`src/rtl/slbi_pkg.sv`:
```
// Shared types and the result function for the SLBI execute unit.
// Defining SLBI_FLAGS_EN adds zero/negative/overflow flags to every entry.
package slbi_pkg;

    localparam int WIDTH_DEFAULT = 16;
    localparam int IMM_W         = WIDTH_DEFAULT / 2;

    typedef struct packed {
        logic [WIDTH_DEFAULT-1:0] data;
`ifdef SLBI_FLAGS_EN
        logic                     zf;
        logic                     nf;
        logic                     ovf;
`endif
    } slbi_entry_t;

    function automatic slbi_entry_t slbi_calc(
        input logic [WIDTH_DEFAULT-1:0] in1,
        input logic [WIDTH_DEFAULT-1:0] in2
    );
        slbi_entry_t e;
        logic        unused_hi;
        e         = '0;
        e.data    = {in1[IMM_W-1:0], in2[IMM_W-1:0]};
        // Upper halves only feed the overflow flag; the immediate's upper half is don't-care.
        unused_hi = ^{in1[WIDTH_DEFAULT-1:IMM_W], in2[WIDTH_DEFAULT-1:IMM_W]};
`ifdef SLBI_FLAGS_EN
        e.zf      = (e.data == '0);
        e.nf      = e.data[WIDTH_DEFAULT-1];
        e.ovf     = |in1[WIDTH_DEFAULT-1:IMM_W];
`endif
        return e;
    endfunction

endpackage

```
`src/rtl/slbi_skid.sv`:
```
// Generic 2-entry valid/ready skid buffer; out_* always comes from the main register
// and in_ready is purely registered (skid register empty).
module slbi_skid
    import slbi_pkg::*;
#(
    parameter type T = slbi_entry_t
) (
    input  logic clk,
    input  logic rst,
    input  T     in_data,
    input  logic in_valid,
    output logic in_ready,
    output T     out_data,
    output logic out_valid,
    input  logic out_ready
);

    T     main_q;
    T     skid_q;
    logic main_v;
    logic skid_v;
    logic push;
    logic pop;
    logic main_load;

    assign push      = in_valid && !skid_v;
    assign pop       = main_v && out_ready;
    assign main_load = pop || !main_v;

    assign in_ready  = !skid_v;
    assign out_data  = main_q;
    assign out_valid = main_v;

    // NOTE: state registers use non-blocking assignments so every flop samples pre-edge values.
    always_ff @(posedge clk or negedge rst) begin
        if (!rst) begin
            main_q <= '0;
            main_v <= 1'b0;
            skid_v <= 1'b0;
        end else if (main_load) begin
            if (skid_v) begin
                main_q <= skid_q;
                main_v <= 1'b1;
                skid_v <= 1'b0;
            end else begin
                main_v <= push;
                if (push) begin
                    main_q <= in_data;
                end
            end
        end else if (push) begin
            skid_v <= 1'b1;
        end
    end

    // NOTE: skid data needs no reset; it is only observed once skid_v marks it valid.
    always_ff @(posedge clk) begin
        if (push && !main_load) begin
            skid_q <= in_data;
        end
    end

endmodule

```
`src/rtl/slbi_unit.sv`:
```
// Execute-stage SLBI unit: out = {in1[W/2-1:0], in2[W/2-1:0]}, registered behind a skid buffer.
// Defining SLBI_FLAGS_EN adds registered zf/nf/ovf outputs that travel with the data.
module slbi_unit
    import slbi_pkg::*;
#(
    parameter int WIDTH = WIDTH_DEFAULT
) (
    input  logic             clk,
    input  logic             rst,
    input  logic [WIDTH-1:0] in1,
    input  logic [WIDTH-1:0] in2,
    input  logic             in_valid,
    output logic             in_ready,
    output logic [WIDTH-1:0] out,
    output logic             out_valid,
    input  logic             out_ready
`ifdef SLBI_FLAGS_EN
    ,
    output logic             zf,
    output logic             nf,
    output logic             ovf
`endif
);

    localparam int HALF = WIDTH / 2;

    typedef struct packed {
        logic [WIDTH-1:0] data;
`ifdef SLBI_FLAGS_EN
        logic             zf;
        logic             nf;
        logic             ovf;
`endif
    } entry_t;

    entry_t res;
    entry_t head;

    if (WIDTH == WIDTH_DEFAULT) begin : g_pkg_calc
        assign res = slbi_calc(in1, in2);
    end else begin : g_wide_calc
        logic unused_hi;
        assign unused_hi = ^{in1[WIDTH-1:HALF], in2[WIDTH-1:HALF]};

        // NOTE: default-assign the whole struct first so no field can infer a latch.
        always_comb begin
            res      = '0;
            res.data = {in1[HALF-1:0], in2[HALF-1:0]};
`ifdef SLBI_FLAGS_EN
            res.zf   = (res.data == '0);
            res.nf   = res.data[WIDTH-1];
            res.ovf  = |in1[WIDTH-1:HALF];
`endif
        end
    end

    slbi_skid #(
        .T(entry_t)
    ) u_skid (
        .clk      (clk),
        .rst      (rst),
        .in_data  (res),
        .in_valid (in_valid),
        .in_ready (in_ready),
        .out_data (head),
        .out_valid(out_valid),
        .out_ready(out_ready)
    );

    assign out = head.data;
`ifdef SLBI_FLAGS_EN
    assign zf  = head.zf;
    assign nf  = head.nf;
    assign ovf = head.ovf;
`endif

endmodule

```
`config.mk`:
```
export PLATFORM = sky130hd
export DESIGN_NAME = slbi_unit
export DESIGN_NICKNAME = d
export VERILOG_FILES = /design/src/rtl/slbi_pkg.sv /design/src/rtl/slbi_skid.sv /design/src/rtl/slbi_unit.sv
export SDC_FILE = /design/constraint.sdc
export NUM_CORES = 1
export LEC_CHECK = 0
export ABC_AREA = 1
export CAP_MARGIN = 20
export CORE_MARGIN = 4
export CORE_UTILIZATION = 45
export CTS_BUF_LIST = sky130_fd_sc_hd__clkbuf_4 sky130_fd_sc_hd__clkbuf_8 sky130_fd_sc_hd__clkbuf_16
export DETAILED_ROUTE_END_ITERATION = 10
export PLACE_DENSITY_LB_ADDON = 0.25
export SLEW_MARGIN = 20
export SYNTH_ARGS = -nofsm -noshare
export SYNTH_HDL_FRONTEND = slang
export SYNTH_SLANG_ARGS = --single-unit
```
`constraint.sdc`:
```
create_clock -name clk -period 4 [get_ports clk]
set_input_delay 0.6 -clock clk [delete_from_list [all_inputs] [get_ports clk]]
set_output_delay 0.6 -clock clk [all_outputs]
set_load 0.02 [all_outputs]
```
==> run metrics, run 1 <==
outcome completed; CTS sink count 34; grt ovf 0; CP endpoint kind output port; Worst Skew 0.00782 ns; Tcrit/Tclk final 0.640; drt first pass iters 4; initial core utilization 0.467; Max Cap Viol 0; Lkg Pwr 0.875 nW; post-synthesis sequential area ratio 0.658; # diodes 0; DR WL/cell 11.7 um; Ys Warns 0; FF-to-FF path depth 1; Die ar. 0.00411 sq mm; mapped cell area 0.00142 sq mm; all-layer global routing usage 0.149; via-per-instance ratio 4.48; worst hold path depth 2; area delta synth->final 31.8%; PostCTS Resize Cnt 0; DIE HEIGHT 64.1 um; sw frac 0.282; via count 1039; Critical R2R Capture u_skid.skid_q[7]; CTS tree done; Peak VDD IR 194 uV; combinational share of power 0.244; Psw 0.000231 W; Clock Path Buffers 2; share of layout cells above drive strength 1 0.0745; setup TNS 0 ns; Slew @ Worst Pin 0.778 ns; CTS Buf Count 5; Antenna Violating Nets Remaining 0; HP Start u_skid.out_data[10]; CP Launch Point u_skid.skid_v; relative slew slack 0.479; hpwl dp 1940 um; clock network fraction of total power 0.233; reg2reg start u_skid.skid_v; hold crit path type reg -> reg; Seq pwr share 0.523; mean post-synth cell area 9.56 sq um; fin. max-slew vios 0; worst skew pair latency 0.32 ns; Int Power 0.000588 W; Routed WL 2720 um; clock-pin transition on the worst setup and hold timing paths 0.09 ns; first-pass GRT wire length 4470 um; Net count, final 223; CORE AREA 0.00303 sq mm; pwr dens 439 mW/mm^2; Worst EP required 3.40 ns; drc violations 0; largest net degree at the start of global routing 20; CP Launch Type register; RSZ-0062 raised after global routing no; Max Clk Rate 391 MHz; final hold viol count 0; Top Ports 54; Tmin final 2.56 ns; Final Util 0.616; WHS 0.486 ns; Arr. time, crit path 1.96 ns; critical path class reg -> out; FF-to-FF setup slack 2.23 ns; hold path endpoint u_skid.out_data[10]; cts hold-fix bufs 0; H-tree Lvls 2; number of global-route vias before repair 973; row count 20; Placer Congestion 0.769; count of cell types in the netlist 13; Post-CTS Setup Bufs 0; # setup viols final 0; maximum fanout along the worst path 19; DRT iter0 DRCs 78; Buffers on Ports 37; Synth Net Count 184; Filler cells 268; root buffer cell clkbuf_4; Mapped Cells 148; Die W 64.1 um; antenna violations before repair 0; #FFs+latches synth 34; Overall Power 0.000819 W
==> per-layer routing <==
layer | part of all wire | vias to the layer above | track usage
met5 | 0 | - | 0
met4 | 0.012 | 0 | 0.0889
met3 | 0.071 | 4 | 0.0475
met2 | 0.48 | 34 | 0.226
met1 | 0.43 | 468 | 0.186
li1 | - | 533 | -
==> through the flow <==
stage / instances / area, sq um / setup slack [ns]
after floorplan: 148 / 1420 / 1.69
final: 232 / 1870 / 1.44
after global routing: 232 / 1870 / 1.28
after detailed placement: 224 / 1810 / 1.73
after CTS: 232 / 1870 / 1.41
after global placement: 224 / 1800 / 1.43
==> synth_stat cells (all sizes together) <==
master | count | area, sq um
inv | 4 | 17.5
dfrtp | 18 | 450
edfxtp | 16 | 480
buf | 5 | 46.3
nor3 | 1 | 5.00
nor2 | 4 | 30.0
nand2 | 100 | 385
==> worst max-delay path, cell delays in order, from the launching register on <==
cell             delay [ns]
dfrtp_1                0.83
inv_4                  0.21
clkdlybuf4s50_1        0.60
==> kinds of logic (layout without fill, tap and decap cells) <==
| family | after synthesis | after routing | share of synthesized area |
|---|---|---|---|
| buffers and inverters | 9 | 49 | 0.0451 |
| AND/OR/NAND/NOR | 105 | 105 | 0.297 |
| flip-flops | 34 | 34 | 0.658 |
==> registers in the layout, summed over array words and instances, names as in the netlist <==
name              count
u_skid.out_valid      1
u_skid.skid_v         1
u_skid.skid_q        16
u_skid.out_data      16
==> worst max path at each step <==
stage / endpoint / slack [ns] / depth (start not counted)
floorplan: u_skid.skid_q[0] / 1.69 / 3
global placement: u_skid.skid_q[6] / 1.43 / 3
detailed placement: u_skid.skid_q[6] / 1.73 / 3
CTS: in_ready / 1.41 / 2
global route: in_ready / 1.28 / 2
finish: in_ready / 1.44 / 2
==> placed cells by master (no fill, tap or decap) <==
cell	count
nor2_1	2
nand2_4	1
inv_1	3
clkdlybuf4s50_1	37
nand2_2	1
edfxtp_1	16
nor2_4	2
inv_4	1
nand2_1	98
clkbuf_4	8
dfrtp_1	18
nor3_4	1
==> area by class of cell <==
class / count / area, sq um / share of cell area
clock buffer: 8 / 60.1 / 0.0322
tap: 44 / 55.1 / 0.0295
timing repair buffer: 37 / 370 / 0.199
multi-input combinational: 105 / 432 / 0.231
sequential: 34 / 931 / 0.499
inverter: 4 / 17.5 / 0.00939
==> power by group through the flow <==
stage          sequential, W  clock (W)  combinational, W
2_1_floorplan       0.000469          0         0.0000692
3_3_place_gp        0.000435          0          0.000197
3_5_place_dp        0.000436          0          0.000201
4_1_cts             0.000429   0.000202          0.000202
5_1_grt             0.000434   0.000214          0.000217
6_report            0.000428   0.000191          0.000200
Power figures use the tool's default switching activity.
==> inputs of run 2 (changes only) <==
CORE_UTILIZATION = 39   (was 45)
clock period = 2.3 ns   (was 4 ns; I/O delays follow)
==> run 2 against run 1 <==
Effect of this change: register-to-register slack got worse by 1.3 ns; combinational power is 78% higher; global-route usage decreased by 1.3 points; hold slack got worse by 0.027 ns; clock skew decreased by 0.00084 ns; sequential power up 72%; utilization decreased by 5.9 points; largest power group unchanged; highest routed layer unchanged.
==> run metrics, run 2 (same netlist as run 1, synthesis figures left out) <==
Worst EP required 1.96 ns (-1.44 ns); Max Cap Viol 0 (unchanged); CTS sink count 34 (unchanged); final hold viol count 0 (unchanged); Peak VDD IR 361 uV (+86%); worst skew pair latency 0.33 ns (about the same); number of global-route vias before repair 997 (+2.5%); Reg area 931 sq um (unchanged); pwr dens 786 mW/mm^2 (+79%); CP endpoint kind output port; Arr. time, crit path 1.57 ns (-0.39 ns); # setup viols final 0 (unchanged); critical path class reg -> out; drt first pass iters 4 (unchanged); CP cell instances inv_4 > clkdlybuf4s50_1; CP Depth 2 (unchanged); initial core utilization 0.414 (-0.0531); area delta synth->final 34.5%; Largest stage delay, worst path 0.64 ns (-0.19 ns); Routed WL 2800 um (+3.1%); Buffers on Ports 37 (unchanged); Die ar. 0.00466 sq mm (+13%); grt ovf 0 (unchanged); Die W 68.2 um (+6.5%); Max Clk Rate 523 MHz; setup TNS 0 ns (unchanged); most frequent cells in the layout 98 x nand2_1, 37 x clkdlybuf4s50_1, 18 x dfrtp_1, 16 x edfxtp_1, 5 x clkbuf_4; CP Launch Type register; Placer Congestion 0.775 (+0.75%); via-per-instance ratio 4.43 (-1.1%); reg2reg start u_skid.skid_v; CTS tree done; relative slew slack 0.475 (-0.00421); area of the multi-input gates 425 sq um (-1.4%); clock-pin transition on the worst setup and hold timing paths 0.10 ns (about the same); Slew @ Worst Pin 0.785 ns (+0.00629 ns); root buffer cell clkbuf_4; Tcrit/Tclk final 0.832; CP Launch Point u_skid.skid_v; Overall Power 0.00150 W (+83%); Clock Path Buffers 2 (unchanged); hold crit path type in -> async; hpwl dp 2020 um (+4.0%); critical path's slowest cell clkdlybuf4s50_1; most common cell after layout, fill and taps aside nand2_1; fin. max-slew vios 0 (unchanged); Post-CTS Setup Bufs 0 (unchanged); via count 1050 (+1.1%); WHS 0.460 ns (-0.0266 ns); Lkg Pwr 0.898 nW (+2.6%); CTS Buf Count 5 (unchanged); all-layer global routing usage 0.136 (-0.0128); CORE AREA 0.00342 sq mm (+13%); PostCTS Resize Cnt 0 (unchanged); DR WL/cell 11.8 um (+0.95%); Net count, final 226 (+1.3%); maximum fanout along the worst path 18 (-1); row count 21 (+5.0%); first-pass GRT wire length 4510 um (+0.76%); RSZ-0062 raised after global routing no; Critical R2R Capture u_skid.skid_q[8]; DIE HEIGHT 68.2 um (+6.5%); placed insts 229 (+2.2%); FF-to-FF path depth 3 (+2); Filler cells 313 (+17%); FF-to-FF setup slack 0.92 ns (-1.31 ns); antenna violations before repair 0 (unchanged); worst setup path endpoint in_ready; Tmin final 1.91 ns; H-tree Lvls 2 (unchanged); drc violations 0 (unchanged); CP Buf/Inv Count 2 (unchanged); outcome completed; Antenna Violating Nets Remaining 0 (unchanged); Top Ports 54 (unchanged); # diodes 0 (unchanged); Worst Skew 0.00698 ns (-0.000841 ns); Final Util 0.557 (-0.0590); largest net degree at the start of global routing 19 (-5.0%); share of layout cells above drive strength 1 0.0890 (+0.0145); Finished Layout Cells 237 (+2.2%); DRT iter0 DRCs 73 (-6.4%); cts hold-fix bufs 0 (unchanged); CP delay by family, top buffers and inverters
## run 2: cell type report
class	instances	share of cell area
Sequential cell	34	0.489
Multi-Input combinational cell	105	0.224
Timing Repair Buffer	40	0.206
Clock buffer	8	0.0414
Tap cell	46	0.0302
Inverter	4	0.00920
## run 2: worst min path at each step
stage,from,to,slack (ns),cells after the start
3_5_place_dp,u_skid.out_data[15],u_skid.out_data[15],0.46,2
4_1_cts,rst,u_skid.out_data[8],0.48,1
5_1_grt,rst,u_skid.out_data[6],0.51,1
2_1_floorplan,rst,u_skid.out_data[0],0.05,0
3_3_place_gp,u_skid.out_data[7],u_skid.out_data[7],0.46,2
6_report,rst,u_skid.out_data[7],0.46,1
## run 2: through the flow
| step | instance area [sq um] | setup slack (ns) |
|---|---|---|
| CTS | 1900 | 0.362 |
| global route | 1900 | 0.326 |
| detailed placement | 1820 | 0.582 |
| floorplan | 1420 | 0.0453 |
| finish | 1900 | 0.387 |
| global placement | 1820 | 0.602 |
## run 2: per-layer routing
layer | GRT usage | wire length, um | vias to the layer above
li1 | - | - | 541
met1 | 0.180 | 1260 | 472
met3 | 0.0394 | 140 | 8
met4 | 0.0670 | 51 | 0
met5 | 0 | 0 | -
met2 | 0.205 | 1360 | 29
## run 2: report_power, final
group | switching [W] | internal (W) | total (W) | leakage [nW]
clock | 0.000192 | 0.000209 | 0.000400 | 0.0446
sequential | 0.0000333 | 0.000705 | 0.000738 | 0.369
combinational | 0.000193 | 0.000164 | 0.000357 | 0.484
==> inputs of run 3 (changes only) <==
CORE_UTILIZATION = 43   (was 39)
clock period = 1.8 ns   (was 2.3 ns; I/O delays follow)
==> run 3 against run 2 <==
Effect of this change: power rose by 23%; clock skew rose by 0.0055 ns; non-clock buffer count rose by 1; global-route usage rose by 0.36 points; clock-buffer cell count did not move; register-to-register slack got worse by 0.38 ns; die area fell by 8.2%; hold slack got worse by 0.19 ns; sequential power rose by 28%; final area fell by 0.20%; critical path type unchanged; highest routed layer unchanged.
==> run metrics, run 3 (same netlist as run 1, synthesis figures left out) <==
Buffers on Ports 37 (unchanged); # diodes 0 (unchanged); critical path class reg -> out; CP delay by family, top buffers and inverters; Slew @ Worst Pin 0.329 ns (-0.456 ns); RSZ-0062 raised after global routing no; CTS tree done; Routed WL 2640 um (-6.0%); drt first pass iters 4 (unchanged); grt ovf 0 (unchanged); CTS sink count 34 (unchanged); FF-to-FF setup slack 0.54 ns (-0.38 ns); critical path's slowest cell clkdlybuf4s50_1; Placer Congestion 0.854 (+10%); DRT iter0 DRCs 78 (+6.8%); hpwl dp 2000 um (-0.85%); cts hold-fix bufs 0 (unchanged); maximum fanout along the worst path 3 (-15); via count 1038 (-1.1%); Tcrit/Tclk final 0.877; clock-pin transition on the worst setup and hold timing paths 0.10 ns (about the same); CP Launch Type register; DR WL/cell 11.2 um (-5.6%); CORE AREA 0.00310 sq mm (-9.2%); Max Clk Rate 633 MHz; pwr dens 971 mW/mm^2 (+24%); CTS Buf Count 5 (unchanged); row count 20 (-4.8%); Post-CTS Setup Bufs 0 (unchanged); hold crit path type in -> async; relative slew slack 0.780 (+0.305); CP Buf/Inv Count 1 (-1); # setup viols final 0 (unchanged); area delta synth->final 34.2%; Tmin final 1.58 ns; Top Ports 54 (unchanged); all-layer global routing usage 0.140 (+0.00364); root buffer cell clkbuf_4; Arr. time, crit path 1.31 ns (-0.26 ns); Largest stage delay, worst path 0.61 ns (-0.03 ns); Die ar. 0.00427 sq mm (-8.2%); H-tree Lvls 2 (unchanged); number of global-route vias before repair 1032 (+3.5%); first-pass GRT wire length 4580 um (+1.7%); via-per-instance ratio 4.40 (-0.72%); Die W 65.4 um (-4.2%); Worst Skew 0.0125 ns (+0.00554 ns); Max Cap Viol 0 (unchanged); Worst EP required 1.53 ns (-0.43 ns); Clock Path Buffers 2 (unchanged); share of layout cells above drive strength 1 0.0990 (+0.00995); antenna violations before repair 0 (unchanged); Final Util 0.612 (+0.0550); most frequent cells in the layout 98 x nand2_1, 36 x clkdlybuf4s50_1, 17 x dfrtp_1, 16 x edfxtp_1, 7 x clkbuf_4; CP cell instances clkdlybuf4s50_1; fin. max-slew vios 0 (unchanged); outcome completed; Antenna Violating Nets Remaining 0 (unchanged); initial core utilization 0.456 (+0.0418); largest net degree at the start of global routing 19 (unchanged); DIE HEIGHT 65.4 um (-4.2%); most common cell after layout, fill and taps aside nand2_1; WHS 0.268 ns (-0.191 ns); Lkg Pwr 0.899 nW (+0.16%); worst skew pair latency 0.32 ns (about the same); Net count, final 227 (+0.44%); final hold viol count 0 (unchanged); Peak VDD IR 477 uV (+32%); CP endpoint kind output port; drc violations 0 (unchanged); setup TNS 0 ns (unchanged)
run 3: changes by cell type in the layout (fill, tap and decap cells not counted):
cell,change
dfrtp_2,+1
clkdlybuf4s50_1,-1
dlymetal6s2s_1,+1
buf_4,+1
dfrtp_1,-1
clkbuf_8,-2
clkbuf_4,+2
run 3: worst paths after layout:
path | from | to | cells after the start
max | u_skid.out_valid | out_valid | 1
min | rst | u_skid.skid_v | 2
max reg2reg | u_skid.skid_v | u_skid.skid_q[3] | 2
min reg2reg | u_skid.out_data[5] | u_skid.out_data[5] | 2
max in group asynchronous | rst | u_skid.skid_v | 2
min in group clk | u_skid.out_data[5] | u_skid.out_data[5] | 2
run 3: area by class of cell:
class | instances | area (sq um)
multi-input cells | 105 | 425
fillers | 303 | 1200
well taps | 44 | 55.1
inverters | 4 | 17.5
repair buffers | 41 | 403
flip-flops and latches | 34 | 932
clock buffers | 8 | 66.3
run 3: repair_timing:
action	4_1_cts	5_1_grt
pin swaps	0	0
resized for setup	1	1
endpoints found under the setup margin	1	1
run 3: report_power, final:
group          switching, W  internal [W]  leakage [nW]  total, W
clock network      0.000222      0.000223        0.0394  0.000445
logic              0.000242      0.000211         0.492  0.000452
registers         0.0000449      0.000901         0.367  0.000946
run 3: stage by stage:
stage | instances | setup WS, ns | area, sq um | total power (W)
after CTS | 236 | 0.0191 | 1900 | 0.00187
after global placement | 228 | 0.191 | 1830 | 0.00141
final | 236 | 0.221 | 1900 | 0.00184
after global routing | 236 | 0.160 | 1900 | 0.00195
after detailed placement | 228 | 0.166 | 1830 | 0.00142
after floorplan | 148 | 0.0262 | 1420 | 0.00120
run 3: routing by layer:
metal	GRT usage	part of all wire	vias to the layer above	wire length [um]
li1	-	-	542	-
met1	0.198	0.47	463	1240
met2	0.204	0.46	29	1200
met3	0.0444	0.061	4	160
met4	0.0466	0.011	0	29
met5	0	0	-	0
